`src/rtl/regfile_wb_arbiter.sv`:
```
// regfile_wb_arbiter
//   Arbitrates the register file's single write port between the load unit
//   and the ALU. A load always wins the port. An ALU request that loses is
//   held in an in-order queue. A load is stalled while an older queued ALU
//   write targets the same register, so same-register writes commit in
//   program order. Requests to x0 are accepted and then dropped.
//
// Optional feature (macro REGFILE_WB_FWD_EN):
//   Adds forwarding lookups over the queue and the wb stage.
//
// Ports:
//   clk, reset           clock; synchronous active-low reset
//   alu_valid/rd/data    ALU writeback request; alu_ready handshake
//   mem_valid/rd/data    load writeback request; mem_ready handshake
//   wb_en/wb_rd/wb_data  registered write port into the register file
//   q_count              number of queued ALU entries
//   fwd_rs1/2, fwd1/2_*  forwarding lookup (REGFILE_WB_FWD_EN only)
module regfile_wb_arbiter #(
    parameter int DEPTH = 2
) (
    input  logic                       clk,
    input  logic                       reset,
    input  logic                       alu_valid,
    input  logic [4:0]                 alu_rd,
    input  logic [31:0]                alu_data,
    output logic                       alu_ready,
    input  logic                       mem_valid,
    input  logic [4:0]                 mem_rd,
    input  logic [31:0]                mem_data,
    output logic                       mem_ready,
    output logic                       wb_en,
    output logic [4:0]                 wb_rd,
    output logic [31:0]                wb_data,
    output logic [$clog2(DEPTH+1)-1:0] q_count
`ifdef REGFILE_WB_FWD_EN
    ,
    input  logic [4:0]                 fwd_rs1,
    input  logic [4:0]                 fwd_rs2,
    output logic                       fwd1_hit,
    output logic [31:0]                fwd1_data,
    output logic                       fwd2_hit,
    output logic [31:0]                fwd2_data
`endif
);

    localparam int PW = (DEPTH > 1) ? $clog2(DEPTH) : 1;
    localparam int CW = $clog2(DEPTH + 1);

    logic [4:0]    q_rd   [DEPTH];
    logic [31:0]   q_data [DEPTH];
    logic [DEPTH-1:0] q_vld;
    logic [PW-1:0] rptr, wptr;

    logic mem_conflict, mem_fire, alu_fire;
    logic mem_issue, q_issue, alu_direct, push, pop;

    // A load must not overtake an older queued ALU write to the same register.
    always_comb begin
        mem_conflict = 1'b0;
        for (int i = 0; i < DEPTH; i++) begin
            if (q_vld[i] && q_rd[i] == mem_rd)
                mem_conflict = 1'b1;
        end
        mem_conflict = mem_conflict & mem_valid & (mem_rd != 5'd0);
    end

    assign mem_ready = reset & ~mem_conflict;
    assign alu_ready = reset & (q_count < CW'(DEPTH));
    assign mem_fire  = mem_valid & mem_ready;
    assign alu_fire  = alu_valid & alu_ready;

    // Exactly one winner: load, then queue head, then a direct ALU write.
    // The ALU goes direct only when nothing older is queued.
    assign mem_issue  = mem_fire & (mem_rd != 5'd0);
    assign q_issue    = ~mem_issue & (q_count != '0);
    assign alu_direct = ~mem_issue & (q_count == '0) & alu_fire & (alu_rd != 5'd0);
    assign pop        = q_issue;
    assign push       = alu_fire & (alu_rd != 5'd0) & ~alu_direct;

    always_ff @(posedge clk) begin
        if (!reset) begin
            wb_en   <= 1'b0;
            wb_rd   <= 5'd0;
            wb_data <= 32'd0;
            q_count <= '0;
            rptr    <= '0;
            wptr    <= '0;
            q_vld   <= '0;
        end else begin
            wb_en <= mem_issue | q_issue | alu_direct;
            if (mem_issue) begin
                wb_rd   <= mem_rd;
                wb_data <= mem_data;
            end else if (q_issue) begin
                wb_rd   <= q_rd[rptr];
                wb_data <= q_data[rptr];
            end else if (alu_direct) begin
                wb_rd   <= alu_rd;
                wb_data <= alu_data;
            end

            // Push and pop never hit the same slot: pop needs a non-empty
            // queue, push needs a non-full one, so rptr==wptr excludes both.
            if (pop) begin
                q_vld[rptr] <= 1'b0;
                rptr        <= rptr + PW'(1);
            end
            if (push) begin
                q_vld[wptr]  <= 1'b1;
                q_rd[wptr]   <= alu_rd;
                q_data[wptr] <= alu_data;
                wptr         <= wptr + PW'(1);
            end

            if (push && !pop)
                q_count <= q_count + CW'(1);
            else if (pop && !push)
                q_count <= q_count - CW'(1);
        end
    end

`ifdef REGFILE_WB_FWD_EN
    // Youngest match wins: walk from the wb stage through the queue oldest
    // to youngest so later hits overwrite earlier ones.
    function automatic logic [32:0] fwd_lookup(input logic [4:0] rs);
        logic [32:0]   r;
        logic [PW-1:0] idx;
        r = 33'd0;
        if (rs != 5'd0) begin
            if (wb_en && wb_rd == rs)
                r = {1'b1, wb_data};
            for (int i = 0; i < DEPTH; i++) begin
                idx = rptr + PW'(i);
                if (q_vld[idx] && q_rd[idx] == rs)
                    r = {1'b1, q_data[idx]};
            end
        end
        return r;
    endfunction

    always_comb begin
        {fwd1_hit, fwd1_data} = fwd_lookup(fwd_rs1);
        {fwd2_hit, fwd2_data} = fwd_lookup(fwd_rs2);
    end
`endif

endmodule

```
`config.mk`:
```
export PLATFORM = sky130hd
export DESIGN_NAME = regfile_wb_arbiter
export DESIGN_NICKNAME = d
export VERILOG_FILES = /design/src/rtl/regfile_wb_arbiter.sv
export SDC_FILE = /design/constraint.sdc
export NUM_CORES = 1
export LEC_CHECK = 0
export CAP_MARGIN = 20
export CORE_AREA = 2 2 135 137
export DETAILED_ROUTE_END_ITERATION = 12
export DIE_AREA = 0 0 137 139
export HOLD_SLACK_MARGIN = 0.1
export PLACE_DENSITY = 0.54
export SETUP_SLACK_MARGIN = 0.15
export SLEW_MARGIN = 10
export SYNTH_ARGS = -nofsm -noshare
export SYNTH_HDL_FRONTEND = slang
export SYNTH_SLANG_ARGS = --single-unit
```
`constraint.sdc`:
```
create_clock -name clk -period 5.17 [get_ports clk]
set_input_delay 1.2925 -clock clk [delete_from_list [all_inputs] [get_ports clk]]
set_output_delay 1.2925 -clock clk [all_outputs]
set_load 0.03 [all_outputs]
```
==> results of run 1 <==
## sequential cells by signal, indices dropped and copies added, names as in the netlist, named ones only
register,flops
q_count,2
wb_rd,5
wb_en,1
wptr,1
wb_data,32
q_rd,10
q_vld,2
q_data,64
rptr,1
## power groups by stage
stage                     registers, W  logic [W]  clock network [W]
final                          0.00127    0.00142            0.00124
after global routing           0.00129    0.00154            0.00130
after CTS                      0.00128    0.00144            0.00126
after detailed placement       0.00129    0.00144                  0
after global placement         0.00129    0.00142                  0
after floorplan                0.00145   0.000827                  0
## through the flow
| step | cell area (um^2) | hold slack [ns] | setup WS [ns] | utilization |
|---|---|---|---|---|
| 2_1_floorplan | 5220 | 0.448 | 0.866 | - |
| 3_3_place_gp | 6630 | 0.505 | 0.388 | 0.375 |
| 3_5_place_dp | 6630 | 0.504 | 0.377 | 0.375 |
| 4_1_cts | 7250 | 0.512 | 0.357 | 0.411 |
| 5_1_grt | 7250 | 0.543 | 0.278 | 0.411 |
| 6_report | 7250 | 0.521 | 0.350 | 0.411 |
## cell type report
cell class	count	area, um^2
Fill cell	1699	10400
Sequential cell	119	3120
Multi-Input combinational cell	264	1920
Timing Repair Buffer	129	1290
Clock buffer	19	443
Tap cell	229	287
Clock inverter	13	179
Inverter	2	7.51
## logic make-up (layout without fill, tap and decap cells)
group,Yosys count,count (layout)
mux,38,38
simple gates,110,110
fa+ha+maj,1,1
flops,119,119
compound gates,103,103
xor+xnor,12,12
buf+inv,33,163
## worst min-delay path, stage by stage, from the launching register on
cell	delay (ns)
dfxtp_1	0.33
o311ai_1	0.08
o21ai_1	0.06
## worst paths after layout
kind	from	endpoint	slack, ns	cells past startpoint
setup / recovery	mem_rd[1]	mem_ready	0.35	5
hold / removal	q_vld[0]$_SDFF_PN0_	q_vld[0]$_SDFF_PN0_	0.52	2
setup reg to reg	q_count[1]$_SDFFE_PN0P_	q_count[1]$_SDFFE_PN0P_	2.36	7
hold reg to reg	q_vld[0]$_SDFF_PN0_	q_vld[0]$_SDFF_PN0_	0.52	2
## routing by layer
layer  routed length (um)  part of all wire
met1                 6200              0.46
met2                 6580              0.49
met3                  523             0.039
met4                  253             0.019
met5                    0                 0
## placed cells by master, fill, tap and decap left out, types with 2 or more instances in the layout
cell type and instances:
edfxtp_1 74, or3_1 2, clkdlybuf4s50_1 119, a22oi_1 12
nor2_4 3, xor2_1 2, clkinvlp_4 4, a211oi_1 30
clkinv_2 4, o21ai_1 3, clkbuf_16 17, nand4_1 2
nor2_1 51, or4_1 2, buf_4 8, a21oi_1 19
nor3_2 18, a211oi_2 18, dfxtp_1 44, a22o_1 12
nand2_1 21, nor3_1 6, xnor2_1 10, bufinv_16 4
mux2i_1 38, buf_12 2
==> flow_metrics.py, run 1 <==
metrics = {
    "die": {
        "die_h_um": 139,
        "dieArea_um2": 19000,
        "io_pins": 120,
        "core_area_um2": 17700,
        "core.rowCount": 49,
        "die_x_um": 137,
        "initial_core_util": 0.296,
    },
    "grt": {
        "use_met1": 0.195,
        "use_met3": 0.0380,
        "grt_overflow": 0,
        "grt_pass1_wl_mm": 21.5,
        "grt_pass1_vias": 3879,
        "grt-busiest-layer": "met2",
        "antenna_found_initial": 0,
        "grtUsageTotal": 0.150,
        "grtUsageMet2": 0.234,
        "grt_max_degree": 54,
    },
    "synthesis": {
        "yosysMostFrequentCell": "edfxtp_1",
        "syn-mean-instance-area_um2": 12.5,
        "synth_top_cell_by_area": "edfxtp_1",
        "yosys.area_share.simple": 0.110,
        "ys_types": 39,
        "synth_area_leaders": "edfxtp_1 43%, dfxtp_1 17%, mux2i_1 7.3%",
        "synth-compound-area-share": 0.158,
        "yosysSeqAreaShare": 0.598,
        "ys_seq_elements": 119,
        "synthesis.instances": 416,
        "synth_xor_area_frac": 0.0201,
        "syn_area_um2": 5220,
        "synthTopCellsByCount": "74 x edfxtp_1, 52 x nor2_1, 45 x dfxtp_1, 38 x mux2i_1, 30 x a211oi_1",
        "synth_mux_area_frac": 0.0729,
        "synth_top_family_by_area": "compound AO/OA/AOI/OAI gates",
        "synth-edff-count": 74,
        "synthAdderAreaFrac": 0.00240,
        "async_reset_ff_frac": 0,
        "ys_warn_count": 0,
        "synth-main-ff-cell": "edfxtp_1",
        "synth_fp_nets": 495,
        "synthDominantCellAreaShare": 0.426,
    },
    "critical_path": {
        "crit_chain": "clkdlybuf4s50_1, or4_1, o21a_1, a21oi_1, clkdlybuf4s50_1",
        "critical_path.slowest_cell": "clkdlybuf4s50_1",
        "path_delay_family": "buffers and inverters",
        "cp.required_ns": 3.88,
        "path_class": "primary input to output pin",
        "crit_buf_inv": 2,
        "slowest_delay_ns": 0.72,
        "cp_data_arrival_time_ns": 3.53,
        "start_kind": "primary input",
        "end_kind": "output pin",
        "critPathMostFrequentCell": "clkdlybuf4s50_1",
        "path_max_fanout": 4,
    },
    "pwr": {
        "clkPwrFrac": 0.315,
        "sw_frac_of_total": 0.343,
        "finalPower_w": 0.00393,
        "p_switching_w": 0.00135,
        "power.share.combinational": 0.361,
        "seqPwrFrac": 0.324,
        "leakage_nw": 2.44,
        "internal_power_w": 0.00258,
        "irDropWorstVdd_v": 0.000244,
        "power_density_nw_per_um2": 542,
    },
    "clock_network": {
        "cts-root-buf": "clkbuf_16",
        "cts_tree": "done",
        "htreeDepth": 4,
        "clk_latency_ns": 0.41,
        "cts_resized": 0,
        "path_clk_slew_ns": 0.05,
        "hold_buffers": 0,
        "postCtsSetupRepairBufs": 0,
        "clock_path_buffers": 2,
        "cts_buffers": 17,
        "clock_sinks": 119,
    },
    "sta": {
        "fmax_mhz": 207,
        "finalHoldViolCount": 0,
        "tightest_slew_ns": 1.01,
        "period_minus_slack_ns": 4.82,
        "fin_tns_setup_ns": 0,
        "period_share": 0.932,
        "drv_slew": 0,
        "setup-violations-final": 0,
        "rsz0062_at_grt": "no",
        "maxSlewHeadroom": 0.324,
        "skew_ns": 0.00381,
    },
    "drt": {
        "drtIter0Drc": 188,
        "vias_per_cell": 4.84,
        "drcViolationCount": 0,
        "vias": 3753,
        "drtAntennaViolNets": 0,
        "post_drt_wl_per_cell_um": 17.5,
        "dr.pass1.iters": 4,
        "finalWirelength_mm": 13.6,
    },
    "cells_and_area": {
        "finalNetCount": 612,
        "antenna_cells": 0,
        "layout-drive-gt1-share": 0.158,
        "stdcell_count": 775,
        "area_growth_pct": 39.0,
    },
    "placement": {
        "dpl.cell_count": 743,
        "gp_congestion": 0.816,
        "hpwlAfterDp_mm": 8.99,
        "io_buffers": 119,
    },
    "hold_path": {
        "hold_class": "flip-flop to flip-flop",
    },
    "run_status": {
        "outcome": "complete, no violations",
    },
    "run": {
        "cap_violations": 0,
    },
}
Power figures use the tool's default switching activity.
==> run 2: changes to the inputs <==
--- a/config.mk
+++ b/config.mk
@@ -10,6 +10,7 @@
 export DETAILED_ROUTE_END_ITERATION = 12
 export DIE_AREA = 0 0 137 139
 export HOLD_SLACK_MARGIN = 0.1
+export MAX_ROUTING_LAYER = met4
 export PLACE_DENSITY = 0.54
 export SETUP_SLACK_MARGIN = 0.15
 export SLEW_MARGIN = 10
==> run 2 against run 1 <==
  * Cell count unchanged
  * Utilization unchanged
  * Non-clock buffer count unchanged
  * Sequential cell count unchanged
  * Worst hold slack worse by 0.0012 ns
  * Die area unchanged
  * Critical path depth unchanged
  * Clock skew about the same
  * Wire length up 0.72%
  * Critical endpoint unchanged
==> flow_metrics.py, run 2 (same netlist as run 1, synthesis figures left out) <==
metrics = {
    "cells_and_area": {
        "largest_reg_flops": 64,
        "final_area_um2": 7250,
        "seq_area_um2": 3120,
        "reg_top3": "q_data: 64 flops, wb_data: 32 flops, q_rd: 10 flops",
        "multiInputGateArea_um2": 1920,
        "fillCellCount": 1699,
        "antenna_cells": 0,
        "layout-drive-gt1-share": 0.158,
        "mostFrequentLayoutCell": "clkdlybuf4s50_1",
        "area_growth_pct": 39.0,
        "final_cell_mix": "119 x clkdlybuf4s50_1, 74 x edfxtp_1, 51 x nor2_1",
        "finalNetCount": 612,
        "regMostFlops": "q_data",
    },
    "hold_path": {
        "hold-path-cell-count": 2,
        "hold_class": "flip-flop to flip-flop",
    },
    "drt": {
        "drcViolationCount": 0,
        "top_layer_used": "met4",
        "vias_per_cell": 4.82,
        "wl_met2_mm": 6.59,
        "drtIter0Drc": 178,
        "wl_met1_mm": 6.31,
        "vias": 3732,
        "dr_wl_met3_um": 496,
        "post_drt_wl_per_cell_um": 17.6,
        "drtAntennaViolNets": 0,
        "dr.pass1.iters": 4,
        "finalWirelength_mm": 13.7,
    },
    "critical_path": {
        "path_max_fanout": 4,
        "start_kind": "primary input",
        "cp_data_arrival_time_ns": 3.52,
        "end_kind": "output pin",
        "cp.required_ns": 3.88,
        "path_class": "primary input to output pin",
        "rr_worst_depth": 7,
    },
    "placement": {
        "gp_congestion": 0.828,
        "dpl_cell_area_um2": 6630,
        "dp_slack_ns": 0.377,
        "io_buffers": 119,
        "hpwlAfterDp_mm": 8.99,
    },
    "die": {
        "io_pins": 120,
        "initial_core_util": 0.296,
        "die_x_um": 137,
        "die_h_um": 139,
        "core.rowCount": 49,
        "core_area_um2": 17700,
        "dieArea_um2": 19000,
    },
    "grt": {
        "antenna_found_initial": 0,
        "grt_pass1_vias": 3873,
        "grt_pass1_wl_mm": 21.6,
        "grtUsageTotal": 0.155,
        "grt_max_degree": 54,
        "grt_overflow": 0,
    },
    "sta": {
        "tightest_slew_ns": 1.01,
        "period_minus_slack_ns": 4.81,
        "final.setup.worst_slack_ns": 0.356,
        "fmax_mhz": 208,
        "period_share": 0.931,
        "rsz0062_at_grt": "no",
        "fin_hold_ws_ns": 0.519,
        "finalHoldViolCount": 0,
        "fin_tns_setup_ns": 0,
        "setup-violations-final": 0,
        "skew_ns": 0.00375,
        "maxSlewHeadroom": 0.325,
        "drv_slew": 0,
    },
    "clock_network": {
        "cts_resized": 0,
        "cts_tree": "done",
        "cts_buffers": 17,
        "clock_sinks": 119,
        "hold_buffers": 0,
        "clk_latency_ns": 0.41,
        "cts-root-buf": "clkbuf_16",
        "path_clk_slew_ns": 0.05,
        "clock_path_buffers": 2,
        "htreeDepth": 4,
        "postCtsSetupRepairBufs": 0,
    },
    "pwr": {
        "power_density_nw_per_um2": 542,
        "irDropWorstVdd_v": 0.000244,
        "leakage_nw": 2.44,
    },
    "run": {
        "cap_violations": 0,
    },
    "run_status": {
        "outcome": "complete, no violations",
    },
}
-- run 2: report_power, final --
part           switching (W)  leakage (nW)  internal (W)  total, W
clock               0.000421         0.295      0.000815   0.00124
sequential          0.000101          1.04       0.00117   0.00127
combinational       0.000828          1.10      0.000592   0.00142
-- run 2: cell type report --
class                           count  share of cell area
Clock buffer                       19              0.0611
Clock inverter                     13              0.0247
Inverter                            2             0.00104
Multi-Input combinational cell    264               0.265
Sequential cell                   119               0.431
Tap cell                          229              0.0395
Timing Repair Buffer              129               0.178
-- run 2: through the flow --
stage	cells	power (W)	utilization
finish	775	0.00393	0.411
global route	775	0.00414	0.411
CTS	775	0.00398	0.411
detailed placement	743	0.00273	0.375
global placement	743	0.00272	0.375
floorplan	416	0.00228	-
-- run 2: worst max-delay path, stage by stage --
cell and delay, ns:
clkdlybuf4s50_1 0.49, or4_1 0.57, o21a_1 0.21, a21oi_1 0.23, clkdlybuf4s50_1 0.73
-- run 2: final timing paths --
check,startpoint,end,slack [ns]
setup / recovery,mem_rd[1],mem_ready,0.36
hold reg to reg,q_vld[0]$_SDFF_PN0_,q_vld[0]$_SDFF_PN0_,0.52
setup reg to reg,q_count[1]$_SDFFE_PN0P_,q_count[1]$_SDFFE_PN0P_,2.36
hold / removal,q_vld[0]$_SDFF_PN0_,q_vld[0]$_SDFF_PN0_,0.52
-- run 2: per-layer routing --
| layer | up-vias | GRT usage |
|---|---|---|
| met5 | - | - |
| met3 | 17 | 0.0347 |
| met2 | 82 | 0.233 |
| li1 | 1802 | - |
| met1 | 1831 | 0.199 |
| met4 | 0 | 0.0667 |
